--- src/rtl/sym_vn_lut_loader_pkg.sv ---
// Shared definitions for the symmetric VN IB-LUT loader: FSM encoding and
// page-width derivation also used by the read-side address bus.
package sym_vn_lut_loader_pkg;

    typedef enum logic [1:0] {
        IDLE     = 2'd0,
        GET_EVEN = 2'd1,
        GET_ODD  = 2'd2,
        WRITE    = 2'd3
    } ld_state_e;

    localparam int DEF_QUAN_SIZE      = 3;
    localparam int DEF_LUT_PORT_SIZE  = 3;
    localparam int DEF_ENTRY_ADDR     = 5;
    localparam int DEF_MULTI_FRAME    = 2;

    // One address bit per table half is taken off the top of the LUT address.
    function automatic int page_w(input int entry_addr, input int frames);
        return entry_addr - $clog2(frames);
    endfunction

endpackage

--- src/rtl/sym_vn_lut_loader_if.sv ---
// Entry stream and LUT write-port bundle between the loader and its neighbours.
interface sym_vn_lut_loader_if #(
    parameter int LUT_PORT_SIZE = 3,
    parameter int PAGE_W        = 4
);
    logic                     load_start;
    logic                     load_offset;
    logic [LUT_PORT_SIZE-1:0] entry_in;
    logic                     entry_valid;
    logic                     entry_ready;
    logic [LUT_PORT_SIZE-1:0] lut_in_bank0;
    logic [LUT_PORT_SIZE-1:0] lut_in_bank1;
    logic [PAGE_W-1:0]        page_write_addr;
    logic                     write_addr_offset;
    logic                     we;
    logic                     busy;
    logic                     load_done;

    modport master (
        output load_start, load_offset, entry_in, entry_valid,
        input  entry_ready, lut_in_bank0, lut_in_bank1, page_write_addr,
               write_addr_offset, we, busy, load_done
    );

    modport slave (
        input  load_start, load_offset, entry_in, entry_valid,
        output entry_ready, lut_in_bank0, lut_in_bank1, page_write_addr,
               write_addr_offset, we, busy, load_done
    );
endinterface

--- src/rtl/sym_vn_lut_loader.sv ---
// Pairs streamed LUT entries into bank0/bank1 page words and drives the
// write port of one table half while the decoder reads the other half.
module sym_vn_lut_loader
    import sym_vn_lut_loader_pkg::*;
#(
    parameter int QUAN_SIZE       = DEF_QUAN_SIZE,
    parameter int LUT_PORT_SIZE   = DEF_LUT_PORT_SIZE,
    parameter int ENTRY_ADDR      = DEF_ENTRY_ADDR,
    parameter int MULTI_FRAME_NUM = DEF_MULTI_FRAME
) (
    input  logic                write_clk,
    input  logic                rst,
    sym_vn_lut_loader_if.slave  lut_if
);
    localparam int PAGE_W = page_w(ENTRY_ADDR, MULTI_FRAME_NUM);
    localparam logic [PAGE_W-1:0] LAST_PAGE = {PAGE_W{1'b1}};

    // Quantisation width only travels through for parameter consistency.
    if (QUAN_SIZE <= 0) begin : g_bad_quan
        $error("QUAN_SIZE must be positive");
    end

    ld_state_e                r_state, w_next;
    logic [PAGE_W-1:0]        r_page;
    logic [PAGE_W-1:0]        r_page_out;
    logic [LUT_PORT_SIZE-1:0] r_hold0;
    logic [LUT_PORT_SIZE-1:0] r_bank0, r_bank1;
    logic                     r_offset;
    logic                     w_ready, w_we, w_done;

    always_comb begin
        w_next  = r_state;
        w_ready = 1'b0;
        w_we    = 1'b0;
        w_done  = 1'b0;
        case (r_state)
            IDLE:     if (lut_if.load_start) w_next = GET_EVEN;
            GET_EVEN: begin
                w_ready = 1'b1;
                if (lut_if.entry_valid) w_next = GET_ODD;
            end
            GET_ODD:  begin
                w_ready = 1'b1;
                if (lut_if.entry_valid) w_next = WRITE;
            end
            WRITE:    begin
                w_we = 1'b1;
                if (r_page == LAST_PAGE) begin
                    w_done = 1'b1;
                    w_next = IDLE;
                end else begin
                    w_next = GET_EVEN;
                end
            end
            default:  w_next = IDLE;
        endcase
    end

    // Output word is only updated on the odd handshake, so it never moves while we=0.
    always_ff @(posedge write_clk or posedge rst) begin
        if (rst) begin
            r_state    <= IDLE;
            r_page     <= '0;
            r_page_out <= '0;
            r_hold0    <= '0;
            r_bank0    <= '0;
            r_bank1    <= '0;
            r_offset   <= 1'b0;
        end else begin
            r_state <= w_next;
            if (r_state == IDLE && lut_if.load_start) begin
                r_offset <= lut_if.load_offset;
                r_page   <= '0;
            end
            if (r_state == GET_EVEN && lut_if.entry_valid)
                r_hold0 <= lut_if.entry_in;
            if (r_state == GET_ODD && lut_if.entry_valid) begin
                r_bank0    <= r_hold0;
                r_bank1    <= lut_if.entry_in;
                r_page_out <= r_page;
            end
            if (r_state == WRITE && r_page != LAST_PAGE)
                r_page <= r_page + 1'b1;
        end
    end

    assign lut_if.entry_ready       = w_ready;
    assign lut_if.we                = w_we;
    assign lut_if.load_done         = w_done;
    assign lut_if.busy              = (r_state != IDLE);
    assign lut_if.lut_in_bank0      = r_bank0;
    assign lut_if.lut_in_bank1      = r_bank1;
    assign lut_if.page_write_addr   = r_page_out;
    assign lut_if.write_addr_offset = r_offset;

endmodule

--- src/flat_wrapper.sv ---
// flat-port wrapper written by rule: the top's interface ports become plain ports
module sym_vn_lut_loader_flat import sym_vn_lut_loader_pkg::*;
#(
    parameter int QUAN_SIZE       = DEF_QUAN_SIZE,
    parameter int LUT_PORT_SIZE   = DEF_LUT_PORT_SIZE,
    parameter int ENTRY_ADDR      = DEF_ENTRY_ADDR,
    parameter int MULTI_FRAME_NUM = DEF_MULTI_FRAME
)
  (write_clk, rst, lut_if_load_start, lut_if_load_offset, lut_if_entry_in, lut_if_entry_valid, lut_if_entry_ready, lut_if_lut_in_bank0, lut_if_lut_in_bank1, lut_if_page_write_addr, lut_if_write_addr_offset, lut_if_we, lut_if_busy, lut_if_load_done);
  sym_vn_lut_loader_if #(.LUT_PORT_SIZE(LUT_PORT_SIZE), .PAGE_W((4))) lut_if_i ();
  input  logic write_clk;
  input  logic rst;
  input wire logic [$bits(lut_if_i.load_start)-1:0] lut_if_load_start;
  input wire logic [$bits(lut_if_i.load_offset)-1:0] lut_if_load_offset;
  input wire logic [$bits(lut_if_i.entry_in)-1:0] lut_if_entry_in;
  input wire logic [$bits(lut_if_i.entry_valid)-1:0] lut_if_entry_valid;
  output wire logic [$bits(lut_if_i.entry_ready)-1:0] lut_if_entry_ready;
  output wire logic [$bits(lut_if_i.lut_in_bank0)-1:0] lut_if_lut_in_bank0;
  output wire logic [$bits(lut_if_i.lut_in_bank1)-1:0] lut_if_lut_in_bank1;
  output wire logic [$bits(lut_if_i.page_write_addr)-1:0] lut_if_page_write_addr;
  output wire logic [$bits(lut_if_i.write_addr_offset)-1:0] lut_if_write_addr_offset;
  output wire logic [$bits(lut_if_i.we)-1:0] lut_if_we;
  output wire logic [$bits(lut_if_i.busy)-1:0] lut_if_busy;
  output wire logic [$bits(lut_if_i.load_done)-1:0] lut_if_load_done;
  assign lut_if_i.load_start = lut_if_load_start;
  assign lut_if_i.load_offset = lut_if_load_offset;
  assign lut_if_i.entry_in = lut_if_entry_in;
  assign lut_if_i.entry_valid = lut_if_entry_valid;
  assign lut_if_entry_ready = lut_if_i.entry_ready;
  assign lut_if_lut_in_bank0 = lut_if_i.lut_in_bank0;
  assign lut_if_lut_in_bank1 = lut_if_i.lut_in_bank1;
  assign lut_if_page_write_addr = lut_if_i.page_write_addr;
  assign lut_if_write_addr_offset = lut_if_i.write_addr_offset;
  assign lut_if_we = lut_if_i.we;
  assign lut_if_busy = lut_if_i.busy;
  assign lut_if_load_done = lut_if_i.load_done;
  sym_vn_lut_loader #(.QUAN_SIZE(QUAN_SIZE), .LUT_PORT_SIZE(LUT_PORT_SIZE), .ENTRY_ADDR(ENTRY_ADDR), .MULTI_FRAME_NUM(MULTI_FRAME_NUM)) u_core (.write_clk(write_clk), .rst(rst), .lut_if(lut_if_i));
endmodule
--- config.mk ---
export PLATFORM = sky130hd
export DESIGN_NAME = sym_vn_lut_loader_flat
export DESIGN_NICKNAME = d
export VERILOG_FILES = /design/src/rtl/sym_vn_lut_loader_pkg.sv /design/src/rtl/sym_vn_lut_loader_if.sv /design/src/rtl/sym_vn_lut_loader.sv /design/src/flat_wrapper.sv
export SDC_FILE = /design/constraint.sdc
export NUM_CORES = 1
export LEC_CHECK = 0
export CORE_UTILIZATION = 55
export CTS_CLUSTER_SIZE = 24
export DETAILED_ROUTE_END_ITERATION = 12
export DONT_BUFFER_PORTS = 1
export MAX_ROUTING_LAYER = met4
export PLACE_DENSITY_LB_ADDON = 0.05
export SLEW_MARGIN = 10
export SYNTH_ARGS = -nofsm -noshare
export SYNTH_HDL_FRONTEND = slang
export SYNTH_SLANG_ARGS = --single-unit
--- constraint.sdc ---
create_clock -name write_clk -period 1.75 [get_ports write_clk]
set_input_delay 0.175 -clock write_clk [delete_from_list [all_inputs] [get_ports write_clk]]
set_output_delay 0.175 -clock write_clk [all_outputs]
set_load 0.02 [all_outputs]
==> impl_metrics.csv, run 1 <==
group,metric,value,unit
outcome,outcome,"completed",
min_path,hp-class,"primary input to flip-flop",
sta,finalWorstSetupSlack,0.193,ns
setup_path,r2r_cells,5,
synthesis,synth_compound_area_share,7.05,%
floorplan,placementRows,14,
power_and_ir_drop,power_density,2040,nW/µm²
synthesis,synth_area,923,µm²
synthesis,post_synth.cell_area_avg,12.6,µm²
flow_run,cap_violations,0,
floorplan,die_h,43.0,µm
sta,clock.fmax,642,MHz
floorplan,dieWidth,43.0,µm
sta,period_share,89.0,%
synthesis,synth_cell_types,21,
synthesis,yosys.area_share.simple,8.94,%
drt,avgViaCountPerCell,5.96,
power_and_ir_drop,p_sw,0.836,mW
place,portBuffers,0,
drt,drt_iter0_drc,3,
power_and_ir_drop,leakagePower,0.482,nW
clock_network,cts.clk_slew.worst_paths,0.12,ns
global_routing,antenna_found_initial,0,
finish,multi_input_comb_area,407,µm²
clock_network,numClockSinks,20,
place,routabilityCongestion,0.711,
sta,maxSlewHeadroom,50.8,%
synthesis,synth_top_family_by_area,"multiplexers",
clock_network,cts_max_level,1,
synthesis,synth-xor-area-share,0.949,%
power_and_ir_drop,clkPwrFrac,17.5,%
drt,drc,0,
sta,worst_slew_pin_slew,0.738,ns
synthesis,synthAdderAreaFrac,8.13,%
sta,fin_skew,0.0142,ns
finish,final_cell_mix,"dfrtp_1 (20), mux2_2 (14), ha_1 (6)",
drt,ant_nets,0,
clock_network,clockRootBuffer,"clkbuf_4",
drt,drt_first_pass_iters,2,
drt,detail_route.wl_per_cell,15.8,µm
global_routing,overflow,0,
synthesis,synth.area.mux_share,18.7,%
setup_path,cp_data_required_time,1.57,ns
global_routing,grt_pass1_vias,625,
setup_path,arrival,1.38,ns
sta,hold_viol,0,
setup_path,worstSetupPathType,"flip-flop to primary output",
finish,diodes,0,
finish,seq_area,500,µm²
sta,rsz0062_at_grt,"false",
place,dp_hpwl,1130,µm
power_and_ir_drop,p_int,1.30,mW
clock_network,clk_latency,0.30,ns
finish,mostFrequentLayoutCell,"dfrtp_1",
setup_path,crit_path_start_kind,"flip-flop",
finish,fillers,131,
power_and_ir_drop,pwr-share-seq,47.8,%
global_routing,grt_pass1_wl,2780,µm
floorplan,start_util,59.9,%
drt,drt_wl_total,1540,µm
sta,period_needed,1.56,ns
global_routing,grt_max_degree,21,
finish,drive_above_1_share,30.5,%
floorplan,ios,23,
floorplan,core_area,1540,µm²
synthesis,synth_warnings,0,
floorplan,die-area,1850,µm²
clock_network,post_cts_buffers,0,
drt,vias,584,
power_and_ir_drop,p_comb_share,34.6,%
finish,nNetsFinal,97,
clock_network,numCtsBuffers,3,
sta,tns,0,ns
setup_path,critPathCaptureType,"primary output",
clock_network,cts_tree,"yes",
setup_path,cp_max_fo,5,
synthesis,syn_inst,73,
power_and_ir_drop,ir_worst_vdd,1.10,mV
place,dp_slack,0.259,ns
power_and_ir_drop,swShare,39.2,%
global_routing,grt_usage,21.4,%
synthesis,synth_seq_cells,20,
sta,setup_viol,0,
clock_network,cts_buffer_depth,2,
finish,syn_to_final_growth,13.3,%
sta,slew_violations,0,
synthesis,seq_area_frac_synth,54.2,%
min_path,holdPathStages,1,
synthesis,synth_nets,87,
final cells by class:
type / instances / area share, %
tap: 16 / 1.91
sequential: 20 / 47.8
clock buffer: 3 / 2.15
inverter: 5 / 1.79
clock inverter: 1 / 2.87
timing repair buffer: 5 / 4.55
multi-input combinational: 48 / 38.9
sequential cells by signal, indices dropped and copies added, names as in the netlist:
register and cells:
u_core.lut_if.lut_in_bank0 3, u_core.lut_if.lut_in_bank1 3, u_core.lut_if.page_write_addr 4, u_core.lut_if.write_addr_offset 1, u_core.r_hold0 3, u_core.r_page 4, u_core.r_state 2
metal layers:
metal	vias to the layer above	GRT usage, %	share of wire (%)
li1	275	-	-
met1	293	24.6	43
met2	14	34.2	52
met3	2	7.23	4.3
met4	0	9.09	0.91
met5	-	-	0
stage by stage:
step | total power [mW] | area [µm²] | hold WS, ns | utilization [%] | std cells
CTS | 2.16 | 1020 | 0.00626 | 66.4 | 96
detailed placement | 1.78 | 951 | 0.228 | 61.7 | 90
global route | 2.30 | 1050 | 0.000777 | 67.9 | 98
floorplan | 1.62 | 923 | 0.139 | - | 73
global placement | 1.74 | 951 | 0.226 | 61.7 | 90
finish | 2.13 | 1050 | 0.0240 | 67.9 | 98
worst paths after layout:
| path | from | to | slack, ns |
|---|---|---|---|
| worst max-delay path | u_core.r_page[0]$_DFFE_PP0P_ | lut_if_load_done | 0.19 |
| worst min-delay path | lut_if_entry_in[1] | u_core.lut_if.lut_in_bank1[1]$_DFFE_PP0P_ | 0.02 |
| worst max register to register | u_core.r_state[1]$_DFFE_PP0P_ | u_core.r_state[1]$_DFFE_PP0P_ | 0.24 |
| worst min register to register | u_core.r_hold0[1]$_DFFE_PP0P_ | u_core.lut_if.lut_in_bank0[1]$_DFFE_PP0P_ | 0.52 |
| max in group asynchronous | rst | u_core.lut_if.lut_in_bank1[0]$_DFFE_PP0P_ | 0.84 |
| min in group asynchronous | rst | u_core.r_state[0]$_DFFE_PP0P_ | 0.43 |
what timing repair did:
| item | 4_1_cts | 5_1_grt |
|---|---|---|
| hold endpoints to repair | 21 | 2 |
| endpoints found under the setup margin | 0 | 1 |
| hold buffers | 2 | 2 |
| gates resized for setup | 0 | 1 |
cells by family (layout without fill, tap and decap cells):
group | after synthesis | count (layout)
flip-flops | 20 | 20
adder cells (fa/ha/maj) | 6 | 6
XOR/XNOR | 1 | 1
multiplexers | 15 | 15
AND/OR/NAND/NOR | 17 | 17
AO/OA/AOI/OAI | 9 | 9
buffers and inverters | 5 | 14
cells in the mapped netlist:
library cell  count  area share [%]
nor2_1            4             1.6
a32oi_1           1            0.95
o211ai_1          3             2.4
mux2_2           14              17
inv_2             1            0.41
nand2_2           1            0.68
o21ai_0           3             1.6
or2_2             1            0.68
dfrtp_1          20              54
ha_1              6             8.1
nand3_1           3             1.6
o221ai_1          1            0.95
o22a_2            1             1.1
and3_1            1            0.68
mux2_4            1             1.6
inv_1             4             1.6
nand3b_1          1            0.81
nand4_1           1            0.68
nand2_1           4             1.6
nor3_1            1            0.54
xnor2_1           1            0.95
power by group through the flow:
stage          registers (mW)  clock network [mW]  logic [mW]
2_1_floorplan           0.985                   0       0.632
3_3_place_gp             1.02                   0       0.718
3_5_place_dp             1.04                   0       0.742
4_1_cts                  1.02               0.386       0.746
5_1_grt                  1.06               0.402       0.839
6_report                 1.02               0.374       0.739
critical path: stages, from the launching register on:
cell     delay (ns)
dfrtp_1        0.42
ha_1           0.22
nand3_1        0.17
nor2_2         0.26
(Power assumes the default switching activity.)
==> run 2, diff against run 1 <==
CAP_MARGIN = 40   (was unset)
==> results of run 2 <==
No change in the layout: final DEF, timing and power equal those of run 1.
==> run 3, diff against run 2 <==
CAP_MARGIN = 20   (was 40)
==> results of run 3 <==
No change in the layout: final DEF, timing and power equal those of run 1.
